<file path="src/rtl/cl_tcdm_arb_pkg.sv">
// -----------------------------------------------------------------------------
// cl_tcdm_arb_pkg
// Shared helpers for the cluster TCDM round-robin arbiter.
//   idx_width()      : bits needed to index n items (never less than 1)
//   outst_is_legal() : outstanding-request depth is >= 1 and a power of two
// -----------------------------------------------------------------------------
package cl_tcdm_arb_pkg;

    function automatic int unsigned idx_width(input int unsigned n);
        return (n > 1) ? $clog2(n) : 1;
    endfunction

    function automatic bit outst_is_legal(input int unsigned m);
        return (m >= 1) && ((m & (m - 1)) == 0);
    endfunction

endpackage

</file>
<file path="src/rtl/cl_tcdm_id_fifo.sv">
// -----------------------------------------------------------------------------
// cl_tcdm_id_fifo
// Small synchronous FIFO holding the requester index of every accepted TCDM
// request, so responses can be routed back in issue order.
//   clk_i, rst_ni : clock, synchronous active-low reset
//   push_i/data_i : enqueue data_i (ignored while full)
//   pop_i         : dequeue the head (ignored while empty)
//   full_o        : DEPTH entries stored
//   empty_o       : no entries stored
//   head_o        : oldest entry (stale while empty)
// -----------------------------------------------------------------------------
module cl_tcdm_id_fifo
    import cl_tcdm_arb_pkg::*;
#(
    parameter int unsigned DEPTH = 2,
    parameter int unsigned WIDTH = 1
) (
    input  logic             clk_i,
    input  logic             rst_ni,
    input  logic             push_i,
    input  logic [WIDTH-1:0] data_i,
    input  logic             pop_i,
    output logic             full_o,
    output logic             empty_o,
    output logic [WIDTH-1:0] head_o
);

    localparam int unsigned PTR_W = idx_width(DEPTH);
    localparam int unsigned CNT_W = idx_width(DEPTH + 1);

    logic [WIDTH-1:0] mem_q [DEPTH];
    logic [PTR_W-1:0] wr_ptr_q, wr_ptr_d;
    logic [PTR_W-1:0] rd_ptr_q, rd_ptr_d;
    logic [CNT_W-1:0] cnt_q, cnt_d;
    logic             push_ok;
    logic             pop_ok;

    assign full_o  = (cnt_q == CNT_W'(DEPTH));
    assign empty_o = (cnt_q == '0);
    assign head_o  = mem_q[rd_ptr_q];
    assign push_ok = push_i & ~full_o;
    assign pop_ok  = pop_i & ~empty_o;

    always_comb begin
        // NOTE: every variable gets its default before any branch, so no path
        // leaves it unassigned and no latch is inferred.
        wr_ptr_d = wr_ptr_q;
        rd_ptr_d = rd_ptr_q;
        cnt_d    = cnt_q;

        // Explicit wrap keeps the pointers correct even for DEPTH == 1.
        if (push_ok) begin
            wr_ptr_d = (wr_ptr_q == PTR_W'(DEPTH - 1)) ? '0 : wr_ptr_q + PTR_W'(1);
        end
        if (pop_ok) begin
            rd_ptr_d = (rd_ptr_q == PTR_W'(DEPTH - 1)) ? '0 : rd_ptr_q + PTR_W'(1);
        end

        // Push and pop in the same cycle leave the occupancy unchanged.
        case ({push_ok, pop_ok})
            2'b10:   cnt_d = cnt_q + CNT_W'(1);
            2'b01:   cnt_d = cnt_q - CNT_W'(1);
            default: cnt_d = cnt_q;
        endcase
    end

    always_ff @(posedge clk_i) begin
        // NOTE: state registers use non-blocking assignments so every flop
        // samples the pre-edge values regardless of statement order.
        if (!rst_ni) begin
            wr_ptr_q <= '0;
            rd_ptr_q <= '0;
            cnt_q    <= '0;
        end else begin
            wr_ptr_q <= wr_ptr_d;
            rd_ptr_q <= rd_ptr_d;
            cnt_q    <= cnt_d;
        end
    end

    // NOTE: the storage array is deliberately not reset; an entry is only ever
    // read after it was written, which the reset occupancy already guarantees.
    always_ff @(posedge clk_i) begin
        if (push_ok) begin
            mem_q[wr_ptr_q] <= data_i;
        end
    end

endmodule

</file>
<file path="src/rtl/cl_tcdm_rr_arbiter.sv">
// -----------------------------------------------------------------------------
// cl_tcdm_rr_arbiter
// Round-robin arbiter sharing one cluster TCDM master port between NB_REQ
// requesters. Accepted requests record their requester index in an in-order
// ID FIFO so each response beat is routed back to its issuer. A request that
// was offered but not granted stays locked to its winner until granted.
//   clk_i, rst_ni              : clock, synchronous active-low reset
//   req_i/add_i/wen_i/data_i/be_i : per-requester TCDM request (wen 1 = read)
//   gnt_o                      : per-requester grant
//   r_valid_o                  : per-requester response valid
//   r_data_o                   : response data, shared by all requesters
//   req_o/add_o/wen_o/data_o/be_o : master-side request
//   gnt_i, r_valid_i, r_data_i : master grant and response
//   busy_o                     : outstanding responses or pending requests
// -----------------------------------------------------------------------------
module cl_tcdm_rr_arbiter
    import cl_tcdm_arb_pkg::*;
#(
    parameter int unsigned NB_REQ     = 2,
    parameter int unsigned ADDR_WIDTH = 32,
    parameter int unsigned DATA_WIDTH = 32,
    parameter int unsigned MAX_OUTST  = 2
) (
    input  logic                                   clk_i,
    input  logic                                   rst_ni,
    input  logic [NB_REQ-1:0]                      req_i,
    input  logic [NB_REQ-1:0][ADDR_WIDTH-1:0]      add_i,
    input  logic [NB_REQ-1:0]                      wen_i,
    input  logic [NB_REQ-1:0][DATA_WIDTH-1:0]      data_i,
    input  logic [NB_REQ-1:0][DATA_WIDTH/8-1:0]    be_i,
    output logic [NB_REQ-1:0]                      gnt_o,
    output logic [NB_REQ-1:0]                      r_valid_o,
    output logic [DATA_WIDTH-1:0]                  r_data_o,
    output logic                                   req_o,
    output logic [ADDR_WIDTH-1:0]                  add_o,
    output logic                                   wen_o,
    output logic [DATA_WIDTH-1:0]                  data_o,
    output logic [DATA_WIDTH/8-1:0]                be_o,
    input  logic                                   gnt_i,
    input  logic                                   r_valid_i,
    input  logic [DATA_WIDTH-1:0]                  r_data_i,
    output logic                                   busy_o
);

    localparam int unsigned IDX_W = idx_width(NB_REQ);

    if (NB_REQ < 2) begin : g_bad_nb_req
        $error("cl_tcdm_rr_arbiter: NB_REQ must be at least 2");
    end
    if (!outst_is_legal(MAX_OUTST)) begin : g_bad_max_outst
        $error("cl_tcdm_rr_arbiter: MAX_OUTST must be >= 1 and a power of two");
    end

    logic [IDX_W-1:0] rr_q, rr_d;
    logic             lock_q, lock_d;
    logic [IDX_W-1:0] lidx_q, lidx_d;

    logic             win_valid;
    logic [IDX_W-1:0] win_idx;
    logic [IDX_W:0]   scan_sum;
    logic [IDX_W-1:0] scan_idx;
    logic             handshake;

    logic             fifo_full;
    logic             fifo_empty;
    logic             fifo_pop;
    logic [IDX_W-1:0] fifo_head;

    // Winner selection: a locked winner is kept; otherwise scan upward from
    // the round-robin pointer, wrapping at NB_REQ-1 (NB_REQ need not be 2^n).
    always_comb begin
        win_valid = 1'b0;
        win_idx   = '0;
        scan_sum  = '0;
        scan_idx  = '0;
        if (lock_q) begin
            win_valid = req_i[lidx_q];
            win_idx   = lidx_q;
        end else begin
            for (int unsigned i = 0; i < NB_REQ; i++) begin
                scan_sum = {1'b0, rr_q} + (IDX_W + 1)'(i);
                if (scan_sum >= (IDX_W + 1)'(NB_REQ)) begin
                    scan_sum = scan_sum - (IDX_W + 1)'(NB_REQ);
                end
                scan_idx = scan_sum[IDX_W-1:0];
                if (!win_valid && req_i[scan_idx]) begin
                    win_valid = 1'b1;
                    win_idx   = scan_idx;
                end
            end
        end
    end

    // Forwarding and grant. The full check uses the registered occupancy, so
    // a pop in the same cycle does not release the stall until the next one.
    always_comb begin
        req_o  = win_valid & ~fifo_full;
        add_o  = '0;
        wen_o  = 1'b0;
        data_o = '0;
        be_o   = '0;
        if (win_valid) begin
            add_o  = add_i[win_idx];
            wen_o  = wen_i[win_idx];
            data_o = data_i[win_idx];
            be_o   = be_i[win_idx];
        end
        handshake      = req_o & gnt_i;
        gnt_o          = '0;
        gnt_o[win_idx] = handshake;
    end

    // Pointer and lock update.
    always_comb begin
        rr_d   = rr_q;
        lock_d = lock_q;
        lidx_d = lidx_q;
        if (handshake) begin
            rr_d   = (win_idx == IDX_W'(NB_REQ - 1)) ? '0 : win_idx + IDX_W'(1);
            lock_d = 1'b0;
        end else if (req_o) begin
            lock_d = 1'b1;
            lidx_d = win_idx;
        end else if (lock_q && !win_valid) begin
            // A locked requester that withdrew must not starve the others.
            lock_d = 1'b0;
        end
    end

    always_ff @(posedge clk_i) begin
        if (!rst_ni) begin
            rr_q   <= '0;
            lock_q <= 1'b0;
            lidx_q <= '0;
        end else begin
            rr_q   <= rr_d;
            lock_q <= lock_d;
            lidx_q <= lidx_d;
        end
    end

    // Response routing: beats arriving with no outstanding entry are dropped.
    assign fifo_pop = r_valid_i & ~fifo_empty;

    always_comb begin
        r_valid_o            = '0;
        r_valid_o[fifo_head] = fifo_pop;
    end

    assign r_data_o = r_data_i;
    assign busy_o   = ~fifo_empty | (|req_i);

    cl_tcdm_id_fifo #(
        .DEPTH (MAX_OUTST),
        .WIDTH (IDX_W)
    ) i_id_fifo (
        .clk_i   (clk_i),
        .rst_ni  (rst_ni),
        .push_i  (handshake),
        .data_i  (win_idx),
        .pop_i   (fifo_pop),
        .full_o  (fifo_full),
        .empty_o (fifo_empty),
        .head_o  (fifo_head)
    );

    // A response with nothing outstanding is a master-side protocol error.
    always_ff @(posedge clk_i) begin
        if (rst_ni && r_valid_i) begin
            assert (!fifo_empty)
            else $error("cl_tcdm_rr_arbiter: r_valid_i with no outstanding request");
        end
    end

endmodule

</file>
<file path="config.mk">
export PLATFORM = sky130hd
export DESIGN_NAME = cl_tcdm_rr_arbiter
export DESIGN_NICKNAME = d
export VERILOG_FILES = /design/src/rtl/cl_tcdm_arb_pkg.sv /design/src/rtl/cl_tcdm_id_fifo.sv /design/src/rtl/cl_tcdm_rr_arbiter.sv
export SDC_FILE = /design/constraint.sdc
export NUM_CORES = 1
export LEC_CHECK = 0
export CELL_PAD_IN_SITES_DETAIL_PLACEMENT = 0
export CELL_PAD_IN_SITES_GLOBAL_PLACEMENT = 1
export CORE_UTILIZATION = 13
export CTS_CLUSTER_SIZE = 14
export DETAILED_ROUTE_END_ITERATION = 12
export HOLD_SLACK_MARGIN = 0.03
export PLACE_DENSITY_LB_ADDON = 0.25
export RECOVER_POWER = 25
export REMOVE_ABC_BUFFERS = 1
export SLEW_MARGIN = 20
export SYNTH_ARGS = -nofsm -noshare
export SYNTH_HDL_FRONTEND = slang
export SYNTH_HIERARCHICAL = 1
export SYNTH_SLANG_ARGS = --single-unit
</file>
<file path="constraint.sdc">
create_clock -name clk_i -period 4.2 [get_ports clk_i]
set_input_delay 0.63 -clock clk_i [delete_from_list [all_inputs] [get_ports clk_i]]
set_output_delay 0.63 -clock clk_i [all_outputs]
set_load 0.005 [all_outputs]
</file>
==> impl_results.md <==
* Crit path time final at 3420 ps
* Post-CTS setup repair buffer count at 0
* F_max at 293 MHz
* Detailed Route WL at 9.98 mm
* Synth Area per Inst at 5.47 um^2
* Synth Area in Adders at 0.00715
* Antenna viol nets, final at 0
* Htree depth at 1
* GRT overflow at 0
* Layout cells sized above 1 at 0.0345
* Tightest Pin Transition at 736 ps
* CP Max Fanout at 45
* Wirelength per Cell at 14.9 um
* Max Cap Viol at 0
* Maximum VDD drop at 0.000125 V
* CTS max path bufs at 2
* Clk_skew at 1.97 ps
* DIE HEIGHT at 118 um
* WP data arrival at 2790 ps
* Antenna cells at 0
* Post-synthesis compound-gate area fraction at 0.250
* Syn. warnings at 6
* Mapped cell area at 1750 um^2
* Vias in the first global route at 2711
* Initial Utilization at 0.133
* I/O Buffers at 218
* Register area share after synthesis at 0.126
* Vias at 2688
* Synth unique cells at 31
* Final net count at 671
* CTS tree: yes
* 1st-iter DRT viols at 119
* Lkg Pwr at 0.00155 uW
* WHS at 456 ps
* Syn Inst Count at 320
* Largest net degree at the start of global routing at 46
* CP Capture Type: output pin
* Placer congestion estimate at 0.743
* Initial antenna violation count at 0
* DR vias/cell at 4.02
* Core Rows at 42
* Register area at 220 um^2
* Multi-input gate area at 1150 um^2
* Post-Synth Simple-Gate Area at 0.372
* Post-synthesis mux area share at 0.0122
* Slew headroom at 0.509
* Critical-path top delay cell: clkdlybuf4s50_1
* Critical Path RT at 3570 ps
* Max-slew violation count at 0
* Cell mode on critical path: clkdlybuf4s50_1
* Critical path buffers and inverters at 4
* Main combinational cell family by area after synthesis: simple AND/OR/NAND/NOR gates
* Synth Register Bits at 10
* Core area at 13200 um^2
* Post-Route Setup TNS at 0 ps
* Final core occ at 0.300
* Run status: complete, no violations
* Top delay family on crit path: buffers and inverters
* DR pass1 iterations at 4
* Syn-to-layout area delta at 126%
* # fillers at 1474
* CP cell instances: clkdlybuf4s50_1, nor2b_1, o21a_2, inv_2, buf_12, nand2_1, a21oi_1, clkdlybuf4s50_1
* CTS buffer count at 3
* Die width at 118 um
* Clk sinks at 10
* First-pass GRT wire length at 14.7 mm
* Gr usage total at 0.135
* # DRC at 0
* WS Path Type: in2out
* Final Cycle Share at 0.813
* Resized cells post-CTS at 0
* Final std cells w/o fill at 669
* CTS Hold Bufs at 0
* Clk pin slew, worst setup/hold paths at 40 ps
* Setup-failing EPs final at 0
* CP Launch Type: input pin
* Placed insts at 665
* Clock latency on the worst-skew pair at 240 ps
* Hold crit path type: reg2reg
* Root Buffer: clkbuf_16
* Detail Placement HPWL at 7.83 mm
* Die ar. at 13900 um^2
* XOR/XNOR Fraction of Synth Area at 0.0150
* Largest stage delay on the critical path at 550 ps
* RSZ-0062 raised after global routing: false
* PwrDens at 217 nW/um^2
* Fin. Hold Viols at 0
* I/O pin cnt at 283
[synthesized netlist by cell type (all sizes together)]
library cell / count / area, um^2
nand2: 144 / 541
a21oi: 69 / 345
buf: 45 / 325
clkbuf: 10 / 37.5
dfxtp: 8 / 160
inv: 5 / 18.8
nor2b: 5 / 31.3
and2: 4 / 25.0
nor2: 4 / 15.0
o21ai: 4 / 20.0
xnor2: 3 / 26.3
a21boi: 2 / 15.0
edfxtp: 2 / 60.1
nand2b: 2 / 15.0
o21a: 2 / 15.0
or3: 2 / 12.5
a2111oi: 1 / 15.0
a21o: 1 / 7.51
a41o: 1 / 10.0
and3: 1 / 6.26
ha: 1 / 12.5
mux2: 1 / 11.3
mux2i: 1 / 10.0
nand3: 1 / 5.00
o311a: 1 / 10.0
[through the flow]
step	cell area (um^2)	setup slack (ps)	total power, uW
finish	3950	784	857
global route	3950	596	928
CTS	3950	712	875
detailed placement	3860	723	676
global placement	3860	723	680
floorplan	1390	453	310
[cell type report]
type / count / share of cell area
repair buffers: 224 / 0.570
multi-input cells: 250 / 0.291
flip-flops and latches: 10 / 0.0557
well taps: 176 / 0.0557
clock buffers: 4 / 0.0225
inverters: 5 / 0.00475
[logic make-up after synthesis]
kind of cell | count (synthesis)
XOR/XNOR | 3
AND/OR/NAND/NOR | 163
multiplexers | 2
AO/OA/AOI/OAI | 81
flip-flops | 10
buffers and inverters | 60
adder cells (fa/ha/maj) | 1
[where the power goes]
group	internal, uW	total (uW)	switching, uW	leakage [uW]
sequential	112	123	10.9	0.0000844
clock	143	189	45.6	0.0000442
combinational	337	545	208	0.00142
total	593	857	264	0.00155
[cell usage in the layout (no fill, tap or decap), types with 2 or more instances in the layout]
cell,n
inv_2,2
nor2_1,4
nand2_1,144
o21ai_0,3
inv_1,3
a21oi_1,69
clkdlybuf4s50_1,218
buf_4,4
nor2b_1,5
and2_1,4
buf_12,2
dfxtp_1,8
xnor2_1,3
a21boi_1,2
clkbuf_16,3
edfxtp_1,2
or3_1,2
[worst min-delay path, delay by kind of cell, from the launching register on]
| family | cells | cell delay, ps |
|---|---|---|
| AOI/OAI and AO/OA | 1 | 50 |
| DFF | 1 | 310 |
| and+or+nand+nor | 1 | 50 |
[registers in the layout, indices dropped and copies added, names as in the netlist, named ones only]
signal	cells
lock_q	1
i_id_fifo/cnt_q	2
lidx_q	1
rr_q	1
i_id_fifo/rd_ptr_q	1
i_id_fifo/mem_q	2
i_id_fifo/wr_ptr_q	1
[layer usage]
metal | share of wire | GRT usage
met5 | 0 | 0.00735
met4 | 0.0057 | 0.0152
met3 | 0.12 | 0.0741
met2 | 0.48 | 0.230
met1 | 0.39 | 0.149
[final timing paths]
path	startpoint	endpoint	slack [ps]	cells past startpoint
setup / recovery	req_i[0]	be_o[2]	780	8
hold / removal	rr_q	rr_q	460	2
hold reg to reg	rr_q	rr_q	460	2
setup reg to reg	i_id_fifo/cnt_q[0]	i_id_fifo/cnt_q[1]	2070	8
Note: power is estimated with default switching activity, not from simulation.
